File: src/rtl/trng_seq.sv
// ---------------------------------------------------------------------------
// trng_seq
//   Sequencing controller for the TRNG generator core. Walks the core through
//   seed load, warm-up and run phases, decimates the raw bit stream by gating
//   the core step enable, packs sampled bits MSB-first into words and offers
//   them on a valid/ready port.
//
// Ports
//   clk        clock, rising edge
//   rst        synchronous reset, active low
//   en         level: 1 = generate, 0 = stop (go IDLE)
//   reseed     one-cycle pulse: restart from LOAD (ignored in IDLE)
//   gen_bit    raw bit from the core
//   load_en    core is in the seed-load phase
//   init_en    core is in the warm-up phase
//   run_en     core is in the run phase (also asserted while holding a word)
//   core_ce    core step enable
//   out_data   packed output word
//   out_valid  out_data holds an unconsumed word
//   out_ready  consumer accepts out_data
//   busy       sequencer is not idle
// ---------------------------------------------------------------------------
module trng_seq #(
   parameter int LOAD_CYCLES = 17,
   parameter int INIT_CYCLES = 36,
   parameter int DECIM       = 5,
   parameter int WORD_W      = 32
) (
   input  logic              clk,
   input  logic              rst,
   input  logic              en,
   input  logic              reseed,
   input  logic              gen_bit,
   output logic              load_en,
   output logic              init_en,
   output logic              run_en,
   output logic              core_ce,
   output logic [WORD_W-1:0] out_data,
   output logic              out_valid,
   input  logic              out_ready,
   output logic              busy
);

   localparam int PH_MAX = (LOAD_CYCLES > INIT_CYCLES) ? LOAD_CYCLES : INIT_CYCLES;
   localparam int CNT_W  = $clog2(PH_MAX + 1);
   localparam int DCNT_W = (DECIM > 1) ? $clog2(DECIM) : 1;
   localparam int BCNT_W = $clog2(WORD_W + 1);

   localparam logic [CNT_W-1:0]  LOAD_LAST = CNT_W'(LOAD_CYCLES - 1);
   localparam logic [CNT_W-1:0]  INIT_LAST = CNT_W'(INIT_CYCLES - 1);
   localparam logic [DCNT_W-1:0] DEC_LAST  = DCNT_W'(DECIM - 1);
   localparam logic [BCNT_W-1:0] WORD_LAST = BCNT_W'(WORD_W - 1);

   localparam logic [2:0] S_IDLE = 3'd0;
   localparam logic [2:0] S_LOAD = 3'd1;
   localparam logic [2:0] S_INIT = 3'd2;
   localparam logic [2:0] S_RUN  = 3'd3;
   localparam logic [2:0] S_HOLD = 3'd4;

   logic [2:0]        state;
   logic [CNT_W-1:0]  cnt;
   logic [DCNT_W-1:0] dcnt;
   logic [BCNT_W-1:0] bcnt;
   logic [WORD_W-1:0] sreg;
   logic [WORD_W-1:0] oreg;

   logic              tick;
   logic              word_done;
   logic              xfer;
   logic [WORD_W-1:0] sreg_sh;

   always_comb begin
      tick      = (state == S_RUN) && (dcnt == DEC_LAST);
      word_done = tick && (bcnt == WORD_LAST);
      xfer      = out_valid & out_ready;
      sreg_sh   = {sreg[WORD_W-2:0], gen_bit};
   end

   assign load_en  = (state == S_LOAD);
   assign init_en  = (state == S_INIT);
   assign run_en   = (state == S_RUN) || (state == S_HOLD);
   assign core_ce  = load_en | init_en | tick;
   assign busy     = (state != S_IDLE);
   assign out_data = oreg;

   always_ff @(posedge clk) begin
      if (!rst) begin
         state     <= S_IDLE;
         cnt       <= '0;
         dcnt      <= '0;
         bcnt      <= '0;
         sreg      <= '0;
         oreg      <= '0;
         out_valid <= 1'b0;
      end else begin
         // A consumed word clears valid unless a new word is loaded below.
         if (xfer)
            out_valid <= 1'b0;

         if (!en) begin
            state <= S_IDLE;
            cnt   <= '0;
            dcnt  <= '0;
            bcnt  <= '0;
            sreg  <= '0;
         end else if (reseed && (state != S_IDLE)) begin
            state <= S_LOAD;
            cnt   <= '0;
            dcnt  <= '0;
            bcnt  <= '0;
            sreg  <= '0;
         end else begin
            case (state)
               S_IDLE: begin
                  state <= S_LOAD;
                  cnt   <= '0;
               end
               S_LOAD: begin
                  if (cnt == LOAD_LAST) begin
                     state <= S_INIT;
                     cnt   <= '0;
                  end else begin
                     cnt <= cnt + 1'b1;
                  end
               end
               S_INIT: begin
                  if (cnt == INIT_LAST) begin
                     state <= S_RUN;
                     cnt   <= '0;
                     dcnt  <= '0;
                     bcnt  <= '0;
                  end else begin
                     cnt <= cnt + 1'b1;
                  end
               end
               S_RUN: begin
                  if (tick) begin
                     dcnt <= '0;
                     sreg <= sreg_sh;
                     if (word_done && (!out_valid || out_ready)) begin
                        oreg      <= sreg_sh;
                        out_valid <= 1'b1;
                        bcnt      <= '0;
                     end else begin
                        bcnt <= bcnt + 1'b1;
                        // Output slot still occupied: park the full word in sreg.
                        if (word_done)
                           state <= S_HOLD;
                     end
                  end else begin
                     dcnt <= dcnt + 1'b1;
                  end
               end
               S_HOLD: begin
                  // dcnt stays frozen so decimation phase resumes where it stopped.
                  if (xfer) begin
                     oreg      <= sreg;
                     out_valid <= 1'b1;
                     bcnt      <= '0;
                     state     <= S_RUN;
                  end
               end
               default: state <= S_IDLE;
            endcase
         end
      end
   end

endmodule

File: config.mk
export PLATFORM = sky130hd
export DESIGN_NAME = trng_seq
export DESIGN_NICKNAME = d
export VERILOG_FILES = /design/src/rtl/trng_seq.sv
export SDC_FILE = /design/constraint.sdc
export NUM_CORES = 1
export LEC_CHECK = 0
export ABC_AREA = 1
export BUFFER_PORTS_ARGS = -buffer_cell sky130_fd_sc_hd__buf_2
export CORE_MARGIN = 2
export CORE_UTILIZATION = 52
export CTS_CLUSTER_DIAMETER = 80
export DETAILED_ROUTE_END_ITERATION = 8
export HOLD_SLACK_MARGIN = 0.02
export PLACE_DENSITY = 0.75
export SYNTH_ARGS = -nofsm -noshare
export SYNTH_HDL_FRONTEND = slang
export SYNTH_SLANG_ARGS = --single-unit
File: constraint.sdc
create_clock -name clk -period 1.5 [get_ports clk]
set_input_delay 0.075 -clock clk [delete_from_list [all_inputs] [get_ports clk]]
set_output_delay 0.075 -clock clk [all_outputs]
set_load 0.05 [all_outputs]
[Yosys cells after proc, flatten, opt, wreduce, memory -nomap -nowiden]
Index checks and enable logic that the tools add are counted.
Word-level totals
  memories kept: 0
  ROM bits: 0
  bits of input ports: 6
  latch bits: 0
  memory bits (writable): 0
  output and inout bits: 38
  word-level logic and storage cells: 89
  bits in registers: 83
Cells by class
  equal/unequal tests: 21
  $add $sub $neg: 3
  shift-type cells: 0
  $lt $le $gt $ge: 0
  mux-type cells: 30
  bitwise operators: 6
  divide/modulo/power cells: 0
  multiply operators: 0
  reduce and logical (&&, ||, !) cells: 21
Operators by type and width (number)
  $mux W32: 3
  $pmux W32 S2: 1
  $mux W6: 6
  $pmux W6 S3: 2
  $mux W3: 8
  $reduce_and A6 Y1: 3
  $pmux W3 S5: 1
  $add A6 B1 Y6 const B: 2
  $eq A6 B5 Y1 const B: 2
  $ne A3 B2 Y1 const B: 3
  $reduce_bool A3 Y1: 3
  $ne A2 B2 Y1 const B: 4
  $mux W1: 7
  $eq A3 B2 Y1 const B: 2
  $eq A3 B3 Y1 const B: 2
  $eq A6 B6 Y1 const B: 1
  $ne A2 B1 Y1 const B: 3
  $ne A3 B1 Y1 const B: 2
  $pmux W3 S2: 1
  $reduce_and A2 Y1: 3
  $logic_and A1 B1 Y1: 4
  $reduce_and A4 Y1: 1
  $reduce_bool A2 Y1: 2
  $add A3 B1 Y3 const B: 1
  10 further kinds: 14

[Longest topological paths before layout]
  word-level depth: 9
  gate-level depth with buffers: 12

[Worst setup path after synthesis]
OpenSTA, ideal clock, no wires.
  path type: register to register
  start point: register state[0]
  end point: register cnt[5]
  cell stages (with the launch flop): 9
  data required time: 1430 ps
  setup time: 70 ps
  clock period less this slack: 2460 ps
  slack: -960 ps
  buffers on the path: 0
  data arrival time: 2390 ps
  path through: dfxtp_1 > inv_1 > nor3_1 > o21ai_1 > nand2_2 > inv_2 > a21oi_1 > o21ai_1 > a21oi_1
RTL lines
  from (decl): RTL line 60  | logic [2:0] state;
  from (signal assigned): RTL line 88  | state <= S_IDLE;
  from (signal assigned): RTL line 101  | state <= S_IDLE;
  from (signal assigned): RTL line 107  | state <= S_LOAD;
  $eq A3 B1 Y1 *
  net load_en: RTL line 34  | output logic load_en,
  $pmux W6 S3 / $reduce_bool A3 Y1 (equally long branches)
  to (signal assigned): RTL line 123  | cnt <= cnt + 1'b1;
  to (signal assigned): RTL line 133  | cnt <= cnt + 1'b1;
  to (decl): RTL line 61  | logic [CNT_W-1:0] cnt;
The timed path passes the listed nets; every way through them passes the cells marked *.
A chain may end at the register's enable or synchronous reset.

[Worst setup path after layout]
  start point: register dcnt[0]
  end point: register oreg[5] (netlist: out_data[5])
On the way
  longest elaborated chain between the ends: 6
Ends and longest elaborated chain
  from (decl): RTL line 62  | logic [DCNT_W-1:0] dcnt;
  from (signal assigned): RTL line 151  | dcnt <= dcnt + 1'b1;
  $eq A3 B3 Y1 *: RTL line 73  | tick = (state == S_RUN) && (dcnt == DEC_LAST);
  $logic_and A1 B1 Y1 *: RTL line 73
  $logic_and A1 B1 Y1: RTL line 74  | word_done = tick && (bcnt == WORD_LAST);
  $logic_and A1 B1 Y1: RTL line 140  | if (word_done && (!out_valid || out_ready)) begin
  $ne A2 B1 Y1 (no source line)
  $reduce_and A6 Y1 (no source line) *
  to (signal assigned): RTL line 141  | oreg <= sreg_sh;
  to (signal assigned): RTL line 157  | oreg <= sreg;
  to (decl): RTL line 65  | logic [WORD_W-1:0] oreg;
Mark *: on every way between the ends. The rest lies on a longest branch, timed or not.

==> results.sh <==
export IMPL_status="finished, violations left"
export IMPL_violations="negative setup slack"
export IMPL_grt_pass1_wl_mm=15.95
export IMPL_core_um2=7137
export IMPL_fin_util_pct=79.94
export IMPL_cpMostUsedCell="nand2_4"
export IMPL_synthDistinctLibCells=35
export IMPL_worstSetupEndpointType="flop"
export IMPL_met2_wirelength_mm=6.223
export IMPL_globalRouteTotalUtil_pct=25.67
export IMPL_syn_avg_cell_area_um2=7.223
export IMPL_clkSlewWorstSetupHoldPaths_ns=0.10
export IMPL_cp_slowest_cell="dfxtp_2"
export IMPL_n_antenna_cell=0
export IMPL_die_w_um=89.32
export IMPL_critPathLaunch="dcnt[0]"
export IMPL_crit_chain="inv_2, ha_4, nand2_4, nor2_4, nand2_2, o21ai_4, nand2_4, buf_12, buf_6, o21ai_2, nor2_1"
export IMPL_dieArea_um2=7977
export IMPL_htree_num_levels=3
export IMPL_antenna_found_initial=0
export IMPL_setup_ws_ns=-0.1959
export IMPL_synthArstFlopShare_pct=0
export IMPL_p_int_mw=3.388
export IMPL_hold_start="gen_bit"
export IMPL_vias=3933
export IMPL_drive_gt1_share_pct=43.13
export IMPL_final_nets=646
export IMPL_switchingPower_mw=1.395
export IMPL_viasPerCell=5.322
export IMPL_p_comb_share_pct=14.9
export IMPL_hold_path_end="sreg[0]"
export IMPL_cp_arrival_ns=1.97
export IMPL_clock_path_buffers=2
export IMPL_drc_errors=0
export IMPL_finalNonFillerCells=739
export IMPL_setup_viol=51
export IMPL_ir_worst_vdd_mv=0.5031
export IMPL_hold_viol_final=0
export IMPL_port_buffers=43
export IMPL_seqPwrFrac_pct=47.0
export IMPL_finalPower_mw=4.783
export IMPL_yosysTopAreaCell="dfxtp_1"
export IMPL_drt_wl_total_mm=12.03
export IMPL_ios=44
export IMPL_pwr_share_clk_pct=38.1
export IMPL_p_sw_share_pct=29.16
export IMPL_dp_hpwl_mm=5.738
export IMPL_worst_slew_pin_slew_ns=0.5744
export IMPL_synthTopCellsByArea="dfxtp_1, o21ai_0, nand2_1"
export IMPL_rr_startpoint="dcnt[0]"
export IMPL_synth_seq_cells=83
export IMPL_top_layer_used="met4"
export IMPL_fp_dieH_um=89.32
export IMPL_timing_fmax_mhz=589.7
export IMPL_crit_path_start_kind="flop"
export IMPL_dp_cells=690
export IMPL_gp_congestion=0.8374
export IMPL_synth_ff_type="dfxtp_1"
export IMPL_overflow=0
export IMPL_synth_area_um2=3785
export IMPL_wl_per_cell_um=16.28
export IMPL_netlist_area_leader_share_pct=43.90
export IMPL_synth_warnings=0
export IMPL_dr_first_iter_drc_count=256
export IMPL_slew_headroom_pct=61.71
export IMPL_p_leak_nw=2.349
export IMPL_hold_class="in2reg"
export IMPL_cpLargestDelayFamily="simple AND/OR/NAND/NOR gates"
export IMPL_initial_utilization_pct=53.03
export IMPL_fin_crit_sh_pct=113.1
export IMPL_rrSetupSlack_ns=-0.20
export IMPL_dr_wl_met3_um=583
export IMPL_rsz0062_at_grt="true"
export IMPL_grt_max_degree=62
export IMPL_crit_type="reg2reg"
export IMPL_cap_viol_max_count=0
export IMPL_cts_tree="done"
export IMPL_powerDensity_nw_per_um2=838.2
export IMPL_grt_pass1_vias=3461
export IMPL_path_buf_inv=3
export IMPL_cpPeakStageDelay_ns=0.34
export IMPL_cts_made_buffers=9
export IMPL_synth_fp_nets=535
export IMPL_wl_met1_mm=4.829
export IMPL_clk_latency_ns=0.38
export IMPL_min_path_cells=3
export IMPL_dpl_cell_area_um2=4461
export IMPL_synth_edf_count=0
export IMPL_worstPathRequired_ns=1.78
export IMPL_fin_crit_ns=1.696
export IMPL_drt_antenna_violating_nets=0
export IMPL_synth_cells=524
export IMPL_worstRegToRegCells=11
export IMPL_fin_worst_skew_ns=0.01496
export IMPL_drtPass1Iterations=5
export IMPL_r2r_end="out_data[5]"
export IMPL_worstPathMaxFanout=3
export IMPL_slew_viol_final=0
export IMPL_cts_root_buffer="clkbuf_8"
export IMPL_rows=31
export IMPL_cts_sinks=83
export IMPL_yosysSeqAreaShare_pct=43.90
export IMPL_syn2layout_area_growth_pct=50.74
export IMPL_fin_area_um2=5705
-- cell usage after synthesis, drive strengths merged, types with 2 or more instances --
cell type  count
a21oi         46
buf           15
clkbuf        10
clkinv         2
dfxtp         83
ha             5
inv           58
mux2           6
nand2         86
nand3         17
nor2          87
o211ai         2
o21ai         96
or2            2
xor2           2
-- worst reg2reg max path, cell delays in order (launching register included) --
cell	delay (ns)
dfxtp_2	0.34
inv_2	0.07
ha_4	0.14
nand2_4	0.06
nor2_4	0.13
nand2_2	0.09
o21ai_4	0.17
nand2_4	0.11
buf_12	0.18
buf_6	0.13
o21ai_2	0.12
nor2_1	0.06
-- cell type report --
type	count	area (µm²)
clock buffer	11	151.4
clock inverter	5	65.06
fill	438	1431
inverter	60	271.5
multi-input combinational	357	2260
sequential	83	1682
tap	99	123.9
timing repair buffer	123	1122
timing repair inverter	1	30.03
-- registers in the layout, summed over array words and instances (netlist names) --
name / count
out_valid: 1
bcnt: 6
out_data: 32
cnt: 6
dcnt: 3
sreg: 32
state: 3
-- logic make-up (layout without fill, tap and decap cells) --
| kind of cell | count (synthesis) | after routing | synth area share, % |
|---|---|---|---|
| AO/OA/AOI/OAI | 147 | 147 | 19.83 |
| XOR/XNOR | 3 | 3 | 0.6943 |
| adder cells (fa/ha/maj) | 5 | 5 | 1.653 |
| buffers and inverters | 85 | 200 | 10.41 |
| flip-flops | 83 | 83 | 43.90 |
| multiplexers | 6 | 6 | 1.785 |
| AND/OR/NAND/NOR | 195 | 196 | 21.72 |
-- worst max-delay path by stage --
stage | endpoint | cells after the start
finish | out_data[5] | 11
global route | out_data[4] | 11
CTS | out_data[25] | 10
detailed placement | out_data[17] | 9
global placement | state[0] | 12
floorplan | cnt[5] | 8
-- stage by stage --
| stage | hold WS (ns) | setup TNS [ns] | setup slack (ns) |
|---|---|---|---|
| 2_1_floorplan | 0.2107 | -2.575 | -0.09142 |
| 3_3_place_gp | 0.3846 | -4.318 | -0.1504 |
| 3_5_place_dp | 0.3990 | -6.504 | -0.2060 |
| 4_1_cts | 0.03184 | -4.301 | -0.1659 |
| 5_1_grt | 0.03172 | -8.569 | -0.2248 |
| 6_report | 0.002560 | -5.059 | -0.1959 |
-- power by group through the flow --
stage	Sequential [mW]	Combinational, mW	Clock (mW)
after floorplan	2.34	0.303	0
after global placement	2.29	0.495	0
after detailed placement	2.29	0.502	0
after CTS	2.24	0.572	1.78
after global routing	2.25	0.760	1.90
final	2.25	0.713	1.82
-- per-layer routing --
metal  global-route usage [%]  vias up
met4                    12.08        0
met1                    32.23     1834
met2                    43.50      149
li1                         -     1913
met3                    3.509       37
met5                        0        -
-- cell usage in the layout, fill, tap and decap left out, drive strengths merged --
cell and n:
a21boi 1, o31ai 1, and3 1, nand4 1
nand3 17, nand2 87, or2 2, xor2 2
dfxtp 83, mux2 6, buf 115, clkbuf 18
a21oi 46, o22ai 1, o211ai 2, ha 5
xnor2 1, inv 62, nor2 87, nor3 1
bufinv 1, clkinv 3, bufbuf 1, o21ai 96
-- what timing repair did --
item	CTS	global route
hold buffers	0	0
pin swaps	18	41
setup endpoints to repair	68	78
gates resized for setup	102	107
buffers inserted	15	10
cloned	4	5
Power figures use the tool's default switching activity.
